## src/rtl/hazard_unit_pkg.sv

```systemverilog
// Shared pipeline definitions: FSM state encoding, counter width and the
// grouped pipeline-control vector used by the hazard unit.
package hazard_unit_pkg;

   // Hazard-unit FSM encoding, kept as plain constants so older consumers
   // of this package that compare raw state bits keep working.
   localparam logic [0:0] ST_RUN  = 1'b0;
   localparam logic [0:0] ST_HALT = 1'b1;

   // Width of the performance counters.
   localparam int CNT_W = 32;

   // Width of a register specifier.
   localparam int REG_W = 5;

   // Pipeline control outputs grouped so the decode logic can assign one
   // named constant per situation.
   typedef struct packed {
      logic pc_stall;
      logic if_id_stall;
      logic if_id_flush;
      logic id_ex_flush;
   } ctrl_t;

   // Nothing held, nothing squashed.
   localparam ctrl_t CTRL_NONE  = '{pc_stall: 1'b0, if_id_stall: 1'b0,
                                    if_id_flush: 1'b0, id_ex_flush: 1'b0};

   // Hold PC and IF/ID, inject a bubble into EX.
   localparam ctrl_t CTRL_STALL = '{pc_stall: 1'b1, if_id_stall: 1'b1,
                                    if_id_flush: 1'b0, id_ex_flush: 1'b1};

   // Squash the wrong-path instruction sitting in IF/ID.
   localparam ctrl_t CTRL_FLUSH = '{pc_stall: 1'b0, if_id_stall: 1'b0,
                                    if_id_flush: 1'b1, id_ex_flush: 1'b0};

endpackage : hazard_unit_pkg

```

## src/rtl/hazard_unit_reg_match.sv

```systemverilog
// Single source/destination comparator. A match means the instruction in
// ID reads a register that an older instruction is still going to write.
// Register 0 is hardwired to zero, so writes to it never create a hazard.
module reg_match
   import hazard_unit_pkg::*;
(
   input  logic [REG_W-1:0] src,
   input  logic             use_src,
   input  logic [REG_W-1:0] dst,
   input  logic             we,
   output logic             match
);

   logic write_hazard;

   // A destination is only dangerous when it is really written and non-zero.
   assign write_hazard = we && (dst != '0);

   // The reader must actually consume the operand for the match to count.
   assign match = write_hazard && use_src && (src == dst);

endmodule : reg_match

```

## src/rtl/hazard_unit.sv

```systemverilog
// Pipeline hazard unit for a 5-stage MIPS-like core with branches and
// jump-register resolved in ID. Produces stall/flush controls, a RUN/HALT
// state for halting syscalls, and stall/flush performance counters.
module hazard_unit
   import hazard_unit_pkg::*;
(
   input  logic             clk,
   input  logic             rst_n,

   // Instruction in ID
   input  logic [REG_W-1:0] ID_rs,
   input  logic [REG_W-1:0] ID_rt,
   input  logic             ID_use_rs,
   input  logic             ID_use_rt,
   input  logic             ID_branch,
   input  logic             ID_jr,
   input  logic             ID_taken,

   // Older instructions in EX and MEM
   input  logic [REG_W-1:0] EX_RW,
   input  logic [REG_W-1:0] MEM_RW,
   input  logic             EX_regwe,
   input  logic             MEM_regwe,
   input  logic             EX_ramtoreg,
   input  logic             MEM_ramtoreg,

   // Halt / restart
   input  logic             EX_halt,
   input  logic             resume,

   // Pipeline control
   output logic             PC_stall,
   output logic             IF_ID_stall,
   output logic             IF_ID_flush,
   output logic             ID_EX_flush,
   output logic             halted,

   // Performance counters
   output logic [CNT_W-1:0] stall_count,
   output logic [CNT_W-1:0] flush_count
);

   // ------------------------------------------------------------------
   // Source/destination comparisons
   // ------------------------------------------------------------------
   logic ex_rs_match;
   logic ex_rt_match;
   logic mem_rs_match;
   logic mem_rt_match;

   reg_match u_ex_rs (
      .src     (ID_rs),
      .use_src (ID_use_rs),
      .dst     (EX_RW),
      .we      (EX_regwe),
      .match   (ex_rs_match)
   );

   reg_match u_ex_rt (
      .src     (ID_rt),
      .use_src (ID_use_rt),
      .dst     (EX_RW),
      .we      (EX_regwe),
      .match   (ex_rt_match)
   );

   reg_match u_mem_rs (
      .src     (ID_rs),
      .use_src (ID_use_rs),
      .dst     (MEM_RW),
      .we      (MEM_regwe),
      .match   (mem_rs_match)
   );

   reg_match u_mem_rt (
      .src     (ID_rt),
      .use_src (ID_use_rt),
      .dst     (MEM_RW),
      .we      (MEM_regwe),
      .match   (mem_rt_match)
   );

   // ------------------------------------------------------------------
   // Data hazard classification
   // ------------------------------------------------------------------
   logic ex_match;
   logic mem_match;
   logic id_resolves;
   logic load_use;
   logic branch_ex;
   logic branch_mem;
   logic data_stall;

   assign ex_match    = ex_rs_match  || ex_rt_match;
   assign mem_match   = mem_rs_match || mem_rt_match;
   assign id_resolves = ID_branch    || ID_jr;

   // Load in EX: its data exists only after MEM, so any consumer waits.
   assign load_use   = EX_ramtoreg && ex_match;

   // Branch/jr compares in ID, so even an ALU result still in EX is too late.
   assign branch_ex  = id_resolves && ex_match;

   // Load in MEM: data is still in the RAM read path and cannot reach ID.
   // An ALU result in MEM is forwardable and needs no stall.
   assign branch_mem = id_resolves && MEM_ramtoreg && mem_match;

   assign data_stall = load_use || branch_ex || branch_mem;

   // ------------------------------------------------------------------
   // RUN / HALT state
   // ------------------------------------------------------------------
   logic [0:0] state;
   logic [0:0] state_next;

   // Next-state: a halting syscall in EX stops the core, resume restarts it.
   always_comb begin
      state_next = state;
      unique case (state)
         ST_RUN:  if (EX_halt) state_next = ST_HALT;
         ST_HALT: if (resume)  state_next = ST_RUN;
         default:              state_next = ST_RUN;
      endcase
   end

   // State register; reset always lands in RUN, dropping any pending resume.
   // NOTE: sequential state uses non-blocking (<=) so every flop samples the
   // pre-edge values of the others; blocking (=) would create ordering races.
   always_ff @(posedge clk or negedge rst_n) begin
      if (!rst_n) state <= ST_RUN;
      else        state <= state_next;
   end

   // ------------------------------------------------------------------
   // Control decode
   // ------------------------------------------------------------------
   ctrl_t ctrl;

   // Pick one control pattern per cycle; a data stall outranks a taken
   // branch so the branch is never resolved on stale operands.
   // NOTE: ctrl gets a default before any branch so every path assigns it;
   // without that the always_comb would infer a latch.
   always_comb begin
      ctrl = CTRL_NONE;
      if (state == ST_HALT) begin
         ctrl = CTRL_STALL;
      end else if (data_stall) begin
         ctrl = CTRL_STALL;
      end else if (ID_taken) begin
         ctrl = CTRL_FLUSH;
      end
   end

   assign PC_stall    = ctrl.pc_stall;
   assign IF_ID_stall = ctrl.if_id_stall;
   assign IF_ID_flush = ctrl.if_id_flush;
   assign ID_EX_flush = ctrl.id_ex_flush;
   assign halted      = (state == ST_HALT);

   // ------------------------------------------------------------------
   // Performance counters
   // ------------------------------------------------------------------
   logic stall_inc;
   logic flush_inc;

   // Only genuine data stalls count; the frozen pipeline in HALT does not.
   assign stall_inc = (state == ST_RUN) && data_stall;
   assign flush_inc = ctrl.if_id_flush;

   // Counters add 0 or 1 every cycle and wrap silently at 2^CNT_W.
   always_ff @(posedge clk or negedge rst_n) begin
      if (!rst_n) begin
         stall_count <= '0;
         flush_count <= '0;
      end else begin
         stall_count <= stall_count + CNT_W'(stall_inc);
         flush_count <= flush_count + CNT_W'(flush_inc);
      end
   end

endmodule : hazard_unit

```

## config.mk

```make
export PLATFORM = sky130hd
export DESIGN_NAME = hazard_unit
export DESIGN_NICKNAME = d
export VERILOG_FILES = /design/src/rtl/hazard_unit_pkg.sv /design/src/rtl/hazard_unit_reg_match.sv /design/src/rtl/hazard_unit.sv
export SDC_FILE = /design/constraint.sdc
export NUM_CORES = 1
export LEC_CHECK = 0
export CAP_MARGIN = 20
export CORE_ASPECT_RATIO = 0.5
export CORE_UTILIZATION = 46
export CTS_CLUSTER_SIZE = 12
export DETAILED_ROUTE_END_ITERATION = 8
export GPL_TIMING_DRIVEN = 0
export PLACE_DENSITY = 0.8
export SETUP_SLACK_MARGIN = 0.5
export SYNTH_ARGS = -nofsm -noshare
export SYNTH_HDL_FRONTEND = slang
export SYNTH_SLANG_ARGS = --single-unit
```

## constraint.sdc

```tcl
create_clock -name clk -period 2.3 [get_ports clk]
set_clock_uncertainty 0.05 [all_clocks]
set_input_delay 0.46 -clock clk [delete_from_list [all_inputs] [get_ports clk]]
set_output_delay 0.46 -clock clk [all_outputs]
set_load 0.005 [all_outputs]
```

==> results of run 1 <==
[synthesized netlist by cell type (all sizes together)]
cell type	instances	share of area, %
a21oi	2	0.32
a22oi	1	0.24
and3	7	1.7
and3b	1	0.28
and4	1	0.28
buf	2	0.47
dfrtp	65	51
ha	4	1.6
inv	7	0.83
mux2i	1	0.32
nand2	29	3.5
nand2b	1	0.20
nand3	21	3.8
nand4	20	4.8
nor2	17	2.0
nor3	9	1.9
nor4	7	3.0
o211ai	1	0.24
o22ai	2	0.39
o31ai	1	0.24
or2b	1	0.24
or3	1	0.20
xnor2	61	17
xor2	19	5.5
[metrics by stage]
step / power [uW] / hold slack [ps] / cell area, um^2 / instances / TNS (ps)
after floorplan: 1500 / 114 / 3330 / 281 / -342
after global placement: 1770 / 405 / 4450 / 470 / -122840
after detailed placement: 1800 / 408 / 4470 / 471 / -42660
after CTS: 3340 / 167 / 5340 / 530 / -1010
after global routing: 3690 / 191 / 6130 / 581 / -15090
final: 3630 / 141 / 6130 / 581 / -14740
[layer usage]
metal | up-vias | share of wire (%) | track usage, %
met5 | - | 0 | 0
met4 | 0 | 6.1 | 12.1
met3 | 99 | 6.6 | 7.61
met2 | 263 | 51 | 53.1
met1 | 1789 | 36 | 30.0
li1 | 1379 | - | -
[power groups by stage]
stage               sequential [uW]  clock, uW  combinational (uW)
global route                   1290       1560                 835
finish                         1290       1530                 809
CTS                            1300       1470                 570
floorplan                      1330          0                 175
detailed placement             1340          0                 465
global placement               1330          0                 442
[sequential cells by signal (all words and copies together) (netlist names)]
name,cells
halted,1
flush_count,32
stall_count,32
[cells in the final DEF (no fill, tap or decap), types with 2 or more instances in the layout]
master	count
a21oi_1	2
and3_1	3
and3_4	4
buf_2	6
buf_4	74
buf_6	37
buf_8	5
bufinv_16	2
clkbuf_16	9
clkdlybuf4s15_2	2
clkdlybuf4s50_1	49
clkinv_2	2
clkinv_4	2
dfrtp_1	49
dfrtp_2	16
dlygate4sd2_1	6
dlymetal6s2s_1	17
ha_4	3
inv_1	7
nand2_1	18
nand2_2	4
nand2_4	7
nand3_1	7
nand3_2	6
nand3_4	8
nand4_1	17
nand4_2	2
nor2_1	7
nor2_2	3
nor2_4	7
nor3_2	3
nor3_4	5
nor4_4	6
o22ai_2	2
xnor2_1	35
xnor2_2	23
xnor2_4	3
xor2_1	18
[cell families (layout without fill, tap and decap cells)]
group	after synthesis	in the layout	synth area share, %
xor gates and xnor gates	80	80	22.3
buffers and inverters	9	221	1.30
DFF	65	65	51.2
muxes	1	1	0.315
AOI/OAI and AO/OA	7	7	1.42
adders and majority gates	4	4	1.58
and+or+nand+nor	115	115	21.9
[repair_timing]
item | in CTS | in global routing
endpoints found under the hold margin | 0 | 0
setup endpoints to repair | 94 | 99
pin swaps | 65 | 42
hold buffers | 0 | 0
setup buffers | 43 | 51
resized for setup | 205 | 93
[layout make-up]
| class | instances | share of cell area [%] |
|---|---|---|
| repair buffers | 196 | 30.5 |
| inverters | 7 | 0.429 |
| multi-input cells | 207 | 34.9 |
| plain buffers | 2 | 0.306 |
| clock buffers | 9 | 3.67 |
| clock inverters | 7 | 1.55 |
| well taps | 88 | 1.80 |
| flip-flops and latches | 65 | 26.9 |
[how the worst max path moves through the flow]
stage / startpoint / cells after the start / end / slack (ps)
after detailed placement: MEM_RW[3] / 13 / stall_count[22]$_DFF_PN0_ / -970
after global placement: rst_n / 1 / flush_count[16]$_DFF_PN0_ / -1290
after floorplan: ID_rt[3] / 12 / stall_count[22]$_DFF_PN0_ / -80
after CTS: MEM_RW[3] / 13 / stall_count[22]$_DFF_PN0_ / -100
final: ID_rs[4] / 14 / stall_count[16]$_DFF_PN0_ / -550
after global routing: ID_rs[4] / 14 / stall_count[16]$_DFF_PN0_ / -570
[worst max-delay path, stage by stage]
cell and delay (ps):
buf_8 110, xnor2_4 170, nand4_1 210, o22ai_2 230, a22oi_2 100, nor2_1 200
ha_2 290, ha_4 180, nand3_4 90, nor4_4 270, buf_4 220, nand4_1 130
nor2_1 190, xor2_1 210
==> metrics, run 1 <==
RSZ-0062 raised after global routing=yes; clock power share=42.2%; Critical Path AT=3060 ps; Rows=20; Core Box Area=6360 um^2; post-synthesis cell type count=34; vias in the first global route=2994; post-DR wirelength/cell=26.4 um; Seq. cell area=1650 um^2; Die Span X=120 um; share of layout cells above drive strength 1=50.5%; logic gate share of total power=22.3%; PortBufs=101; DRT Pass-1 Iters=6; initial DRC count=294; Clock Latency Late Sink=350 ps; via-per-instance ratio=6.08; Place WS=-975 ps; Critical Path RT=2510 ps; Final Hold Fails=0; CTS Buffer Depth=2; Die Y=60.8 um; overall global routing resource usage=27.7%; Residual DRC=0; CP Launch Type=input port; sequential fraction of design power=35.5%; Routed WL=15400 um; DP HPWL=5410 um; Power Internal=2600 uW; initial antenna violation count=0; Leakage=0.00320 uW; cell area after synthesis=3180 um^2; Max Cap Viol=0; period utilisation layout=124%; Register-to-Register Path Depth=4; Synthesis Warnings=0; Worst-path clk slew=60 ps; PD cells=592 nW/um^2; nets=525; Layout area overhead=93.0%; grt ovf=0; fin util=96.4%; H-tree lvl count=3; largest net degree at the start of global routing=35; Reg-to-Reg End=flush_count[22]$_DFF_PN0_; Antenna Cells=0; kind of critical path=in2reg; relative slew slack=23.8%; Yosys reg bits=65; num ports=102; GPL Wtd Cong=0.782; clock sinks=65; Starting Density=50.0%; number of fill cells in the layout=122; reg2reg start=flush_count[7]$_DFF_PN0_; Via Count=3530; DRT antenna net count=0; synthesized netlist cell count=281; Slew Viols, Final=0; post-synthesis sequential area ratio=51.2%; number of buffers created by CTS=9; reg2reg setup slack=-170 ps; status=complete, but fails checks; Final Setup Violations=55; global-route wire length before repair=14800 um; final worst setup slack=-550 ps; switching power=1030 uW; Final min period=2850 ps; switching share of power=28.3%; area of the multi-input gates=2140 um^2; Peak VDD IR=0.419 mV; CTS Root Buffer Type=clkbuf_16; CP max FO=3; HP Class=in2async; CTS tree=built; DIE AREA=7260 um^2; actual slew at the worst max-slew pin=1130 ps; CP Capture Type=flop; failing checks=setup timing; Mapped Nets=318; Fmax=351 MHz; syn_area_per_cell=11.3 um^2
Power figures use the tool's default switching activity.
==> run 2: changes to the inputs <==
- CORE_UTILIZATION: 46 -> 47
- PLACE_DENSITY: 0.8 -> 0.81
- SYNTH_HIERARCHICAL: not set -> 1
==> metrics, run 2 <==
status=complete, but fails checks (unchanged); failing checks=setup timing (unchanged); Yosys reg bits=65 (unchanged); Post-synth EDFFs=0 (unchanged); CP max FO=5 (was 3); Hold-fix buffers, CTS=0 (unchanged); post-route insts no fill=597 (was 581); post-DR wirelength/cell=23.2 um (was 26.4 um); final worst setup slack=-369 ps (was -550 ps); Worst-path clk slew=60 ps (about the same); Routed WL=13900 um (was 15400 um); global-route wire length before repair=15200 um (was 14800 um); post-synthesis cell type count=34 (unchanged); most area-consuming cells after synthesis=dfrtp_1 (50%), xnor2_1 (15%), xor2_1 (5.3%) (was dfrtp_1 (51%), xnor2_1 (17%), xor2_1 (5.0%)); cell area after synthesis=3280 um^2 (was 3180 um^2); CP Capture Type=flop (unchanged); Slew Viols, Final=0 (unchanged); Residual DRC=0 (unchanged); worst-path cell chain=buf_4 -> xnor2_1 -> nand3_1 -> nor3b_2 -> o32ai_2 -> a21oi_2 -> ha_4 -> buf_4 -> ha_4 -> inv_4 -> nor4_4 -> buf_4 -> buf_4 -> nand2_2 -> xnor2_1 (was buf_8 -> xnor2_4 -> nand4_1 -> o22ai_2 -> a22oi_2 -> nor2_1 -> ha_2 -> ha_4 -> nand3_4 -> nor4_4 -> buf_4 -> nand4_1 -> nor2_1 -> xor2_1); PD cells=525 nW/um^2 (was 592 nW/um^2); DP HPWL=5970 um (was 5410 um); post-synthesis sequential area ratio=49.6% (was 51.2%); period utilisation layout=116% (was 124%); Post-synth top cells=dfrtp_1 (65), xnor2_1 (56), nand3_1 (28) (was dfrtp_1 (65), xnor2_1 (61), nand2_1 (28)); nets=536 (was 525); Peak VDD IR=0.340 mV (was 0.419 mV); kind of critical path=in2reg (unchanged); Placed Instances=496 (was 471); vias in the first global route=3080 (was 2994); syn_area_per_cell=10.9 um^2 (was 11.3 um^2); Critical Path RT=2490 ps (was 2510 ps); DRT Pass-1 Iters=5 (was 6); H-tree lvl count=3 (unchanged); worst hold slack=138 ps (was 141 ps); overall global routing resource usage=27.9% (was 27.7%); largest net degree at the start of global routing=35 (unchanged); number of buffers created by CTS=9 (unchanged); relative slew slack=50.1% (was 23.8%); CTS Buffer Depth=2 (unchanged); Starting Density=48.8% (was 50.0%); initial antenna violation count=0 (unchanged); Power Internal=2310 uW (was 2600 uW); most frequent cells in the layout=buf_4 (73), clkdlybuf4s50_1 (59), dfrtp_1 (48) (was buf_4 (74), dfrtp_1 (49), clkdlybuf4s50_1 (49)); Die Y=61.1 um (was 60.8 um); Yosys top cell by area=dfrtp_1 (unchanged); logic gate share of total power=20.2% (was 22.3%); actual slew at the worst max-slew pin=749 ps (was 1130 ps); sequential fraction of design power=41.0% (was 35.5%); main flop type after synthesis=dfrtp_1 (unchanged); Mapped Nets=339 (was 318); RSZ-0062 raised after global routing=yes (unchanged); CTS tree=built (unchanged); HP Class=in2async (unchanged); switching share of power=28.6% (was 28.3%); PortBufs=101 (unchanged); Yosys top cell area share=49.6% (was 51.2%); Rows=21 (was 20); Clock Latency Late Sink=340 ps (was 350 ps); synthesized netlist cell count=302 (was 281); switching power=924 uW (was 1030 uW); Critical Path AT=2860 ps (was 3060 ps); most used cell, CP=buf_4; Max Cap Viol=0 (unchanged); Final min period=2670 ps (was 2850 ps); share of layout cells above drive strength 1=48.6% (was 50.5%); Synthesis Warnings=6 (was 0); GPL Wtd Cong=0.799 (was 0.782); CP Launch Type=input port (unchanged); num ports=102 (unchanged); Leakage=0.00302 uW (was 0.00320 uW); DRT antenna net count=0 (unchanged); clock sinks=65 (unchanged); Fmax=375 MHz (was 351 MHz); CTS Root Buffer Type=clkbuf_16 (unchanged); Final Hold Fails=0 (unchanged); commonest non-fill, non-tap cell in the layout=buf_4 (unchanged); via-per-instance ratio=6.04 (was 6.08); Die Span X=120 um (about the same); Place WS=-1150 ps (was -975 ps); initial DRC count=335 (was 294); DIE AREA=7340 um^2 (was 7260 um^2); grt ovf=0 (unchanged); Slowest Stage Delay on Critical Path=250 ps (was 290 ps); Via Count=3604 (was 3530); clock power share=38.8% (was 42.2%); Final Setup Violations=52 (was 55); most common cell in the netlist=dfrtp_1 (unchanged); Layout area overhead=87.8% (was 93.0%); ys async rst share=100% (unchanged); Core Box Area=6730 um^2 (was 6360 um^2); CP max-delay cell=nor4_4 (was ha_2)
-- run 2: what timing repair did --
| item | in CTS | in global routing |
|---|---|---|
| gates cloned | 1 | 0 |
| setup endpoints to repair | 92 | 102 |
| resized for setup | 192 | 63 |
| setup buffers | 30 | 53 |
| pin swaps | 79 | 51 |
-- run 2: worst max-delay path: cells and delay by family --
kind,cells,cell delay (ps)
buffers and inverters,5,670
adders and majority gates,2,340
and+or+nand+nor,4,660
AOI/OAI and AO/OA,2,340
xor gates and xnor gates,2,410
-- run 2: path summary, 6_finish.rpt --
check,start,to,slack [ps],cells past startpoint
setup / recovery,EX_RW[3],stall_count[14]$_DFF_PN0_,-370,15
hold / removal,rst_n,flush_count[30]$_DFF_PN0_,140,1
max in group asynchronous,rst_n,stall_count[6]$_DFF_PN0_,1390,2
setup reg to reg,halted$_DFF_PN0_,stall_count[14]$_DFF_PN0_,170,10
min in group clk,flush_count[31]$_DFF_PN0_,flush_count[31]$_DFF_PN0_,420,1
hold reg to reg,flush_count[31]$_DFF_PN0_,flush_count[31]$_DFF_PN0_,420,1
-- run 2: cell type report --
cell class              count  area, um^2
multi-input cells         220        2260
repair buffers            186        1750
flip-flops and latches     65        1650
fillers                   211         564
clock buffers               9         225
well taps                  92         115
plain buffers               7        86.3
inverters                  10        42.5
clock inverters             7        37.5
diodes                      1        2.50
-- run 2: cells by family after synthesis --
logic type      after synthesis  synth area share [%]
flops                        65                  49.6
compound gates               11                  2.36
xor+xnor                     76                  20.3
mux                           1                 0.305
fa+ha+maj                     4                  1.53
simple gates                128                  23.5
buf+inv                      17                  2.44
-- run 2: metrics by stage --
stage	instance area, um^2	utilization (%)	power [uW]	TNS (ps)
global route	6160	91.6	3310	-17230
global placement	4630	68.8	1680	-136050
detailed placement	4640	69.0	1710	-58560
CTS	5460	81.1	3060	-3070
floorplan	3500	-	1420	-6460
finish	6160	91.6	3240	-11970
-- run 2: per-layer routing --
| layer | wire length (um) | track usage [%] | vias up | part of all wire (%) |
|---|---|---|---|---|
| met5 | 0 | 0 | - | 0 |
| met4 | 754 | 16.4 | 0 | 5.4 |
| met3 | 996 | 6.39 | 82 | 7.2 |
| met2 | 7020 | 52.8 | 262 | 51 |
| met1 | 5080 | 30.1 | 1801 | 37 |
| li1 | - | - | 1459 | - |
-- run 2: power by group through the flow --
stage / logic, uW / clock network (uW) / registers (uW)
after detailed placement: 391 / 0 / 1320
after CTS: 530 / 1230 / 1310
final: 652 / 1260 / 1330
after floorplan: 116 / 0 / 1310
after global placement: 370 / 0 / 1310
after global routing: 684 / 1300 / 1330
==> run 3: changes to the inputs <==
- PLACE_DENSITY: 0.81 -> 0.87
==> metrics, run 3 (synthesis gave the netlist of run 2 again) <==
status=complete, but fails checks (unchanged); failing checks=setup timing (unchanged); crit path to=stall_count[15]$_DFF_PN0_ (was stall_count[14]$_DFF_PN0_); setup tns final=-14970 ps (was -11970 ps); Post-Layout Inst Area=6220 um^2 (was 6160 um^2); GPL Wtd Cong=0.823 (was 0.799); Antenna Cells=0 (was 1); Rows=21 (unchanged); final worst setup slack=-637 ps (was -369 ps); Register-to-Register Path Depth=4 (was 10); share of layout cells above drive strength 1=48.0% (was 48.6%); Hold-fix buffers, CTS=0 (unchanged); Placed Instances=496 (unchanged); clock power share=41.4% (was 38.8%); Peak VDD IR=0.427 mV (was 0.340 mV); Critical Path AT=3090 ps (was 2860 ps); initial antenna violation count=0 (unchanged); Core Box Area=6730 um^2 (unchanged); DIE AREA=7340 um^2 (unchanged); Fmax=341 MHz (was 375 MHz); CP Capture Type=flop (unchanged); GR Util met2=54.9% (was 52.8%); DP HPWL=5910 um (was 5970 um); fin util=92.5% (was 91.6%); logic gate share of total power=20.3% (was 20.2%); Slew Viols, Final=0 (unchanged); H-tree lvl count=3 (unchanged); Worst-path clk slew=60 ps (about the same); grt ovf=0 (unchanged); reg2reg setup slack=-60 ps (was 170 ps); PD cells=549 nW/um^2 (was 525 nW/um^2); period utilisation layout=128% (was 116%); Leakage=0.00319 uW (was 0.00302 uW); HP Class=in2async (unchanged); actual slew at the worst max-slew pin=798 ps (was 749 ps); sequential fraction of design power=38.2% (was 41.0%); clock sinks=65 (unchanged); relative slew slack=46.4% (was 50.1%); most frequent cells in the layout=buf_4 (62), clkdlybuf4s50_1 (51), dfrtp_1 (48) (was buf_4 (73), clkdlybuf4s50_1 (59), dfrtp_1 (48)); Final min period=2940 ps (was 2670 ps); Final Setup Violations=60 (was 52); CTS tree=built (unchanged); post-DR wirelength/cell=26.8 um (was 23.2 um); Routed WL=15800 um (was 13900 um); met1 GRT Util=34.7% (was 30.1%); largest net degree at the start of global routing=42 (was 35); number of buffers created by CTS=9 (unchanged); switching share of power=27.6% (was 28.6%); met3 usage=7.31% (was 6.39%); CTS Buffer Depth=2 (unchanged); Die Y=61.1 um (unchanged); vias in the first global route=3206 (was 3080); worst hold slack=87.3 ps (was 138 ps); Starting Density=48.8% (unchanged); Max Cap Viol=0 (unchanged); CP Launch Point=MEM_RW[1] (was EX_RW[3]); Clock Latency Late Sink=340 ps (about the same); CP Launch Type=input port (unchanged); Reg-to-Reg End=stall_count[15]$_DFF_PN0_ (was stall_count[14]$_DFF_PN0_); switching power=943 uW (was 924 uW); Power Internal=2470 uW (was 2310 uW); DRT Pass-1 Iters=5 (unchanged); CTS Root Buffer Type=clkbuf_16 (unchanged); Critical Path RT=2460 ps (was 2490 ps); initial DRC count=428 (was 335); Die Span X=120 um (unchanged); post-route insts no fill=590 (was 597); CP max FO=4 (was 5); num ports=102 (unchanged); reg2reg start=stall_count[7]$_DFF_PN0_ (was halted$_DFF_PN0_); Final Hold Fails=0 (unchanged); Placed Area=4640 um^2 (unchanged); Residual DRC=0 (unchanged); busiest layer in global routing=met2 (unchanged); nets=530 (was 536); via-per-instance ratio=6.42 (was 6.04); overall global routing resource usage=29.9% (was 27.9%); kind of critical path=in2reg (unchanged); Via Count=3789 (was 3604); DRT antenna net count=0 (unchanged); PortBufs=101 (unchanged); Layout area overhead=89.7% (was 87.8%); global-route wire length before repair=16500 um (was 15200 um); commonest non-fill, non-tap cell in the layout=buf_4 (unchanged); RSZ-0062 raised after global routing=yes (unchanged)
run 3: cell count changes in the layout (fill, tap and decap cells not counted), moves of 3 or more:
cell	change
buf_12	-4
buf_4	-11
buf_6	+10
clkbuf_1	+3
clkdlybuf4s15_1	+3
clkdlybuf4s50_1	-8
clkinv_2	-4
dlygate4sd2_1	-4
dlymetal6s2s_1	+7
xnor2_1	-3
xnor2_2	+3
run 3: what timing repair did:
item / in CTS / in global routing
hold endpoints to repair: 0 / 0
endpoints found under the setup margin: 92 / 102
pin swaps: 82 / 55
cloned: 1 / 0
buffers inserted: 30 / 47
resized for setup: 198 / 94
run 3: per-stage QoR:
step,power (uW),setup WS [ps]
finish,3420,-637
global route,3490,-564
CTS,3160,-123
detailed placement,1710,-1130
global placement,1680,-1260
floorplan,1420,-280
run 3: worst min-delay path by stage:
stage	start	to	slack [ps]	cells past startpoint
floorplan	rst_n	flush_count[0]$_DFF_PN0_	110	0
global placement	flush_count[31]$_DFF_PN0_	flush_count[31]$_DFF_PN0_	400	1
detailed placement	flush_count[31]$_DFF_PN0_	flush_count[31]$_DFF_PN0_	420	1
CTS	rst_n	flush_count[12]$_DFF_PN0_	90	1
global route	rst_n	flush_count[12]$_DFF_PN0_	110	1
finish	rst_n	flush_count[22]$_DFF_PN0_	90	1
run 3: worst max-delay path: stages:
cell       delay [ps]
buf_6             120
xnor2_1           270
nand3_1           190
nor3b_2           230
o221ai_2          130
buf_4             170
a21oi_4           150
ha_4              200
nand2_4            60
or2_4             230
clkbuf_16         160
or3_4             360
xnor2_1           350
run 3: final cells by class:
cell class	count	area, um^2
fill	182	502
timing repair buffer	180	1730
inverter	10	42.5
sequential	65	1650
clock inverter	3	40.0
buffer	7	82.6
clock buffer	13	250
multi-input combinational	220	2310
tap	92	115
run 3: power by group through the flow:
stage	registers, uW	clock network [uW]	logic [uW]
5_1_grt	1310	1460	724
6_report	1310	1410	695
2_1_floorplan	1310	0	116
4_1_cts	1290	1350	517
3_3_place_gp	1310	0	372
3_5_place_dp	1320	0	394
run 3: layer usage:
| metal | up-vias | wire length, um |
|---|---|---|
| li1 | 1451 | - |
| met1 | 1837 | 5440 |
| met2 | 376 | 7630 |
| met3 | 125 | 1540 |
| met4 | 0 | 1200 |
| met5 | - | 0 |
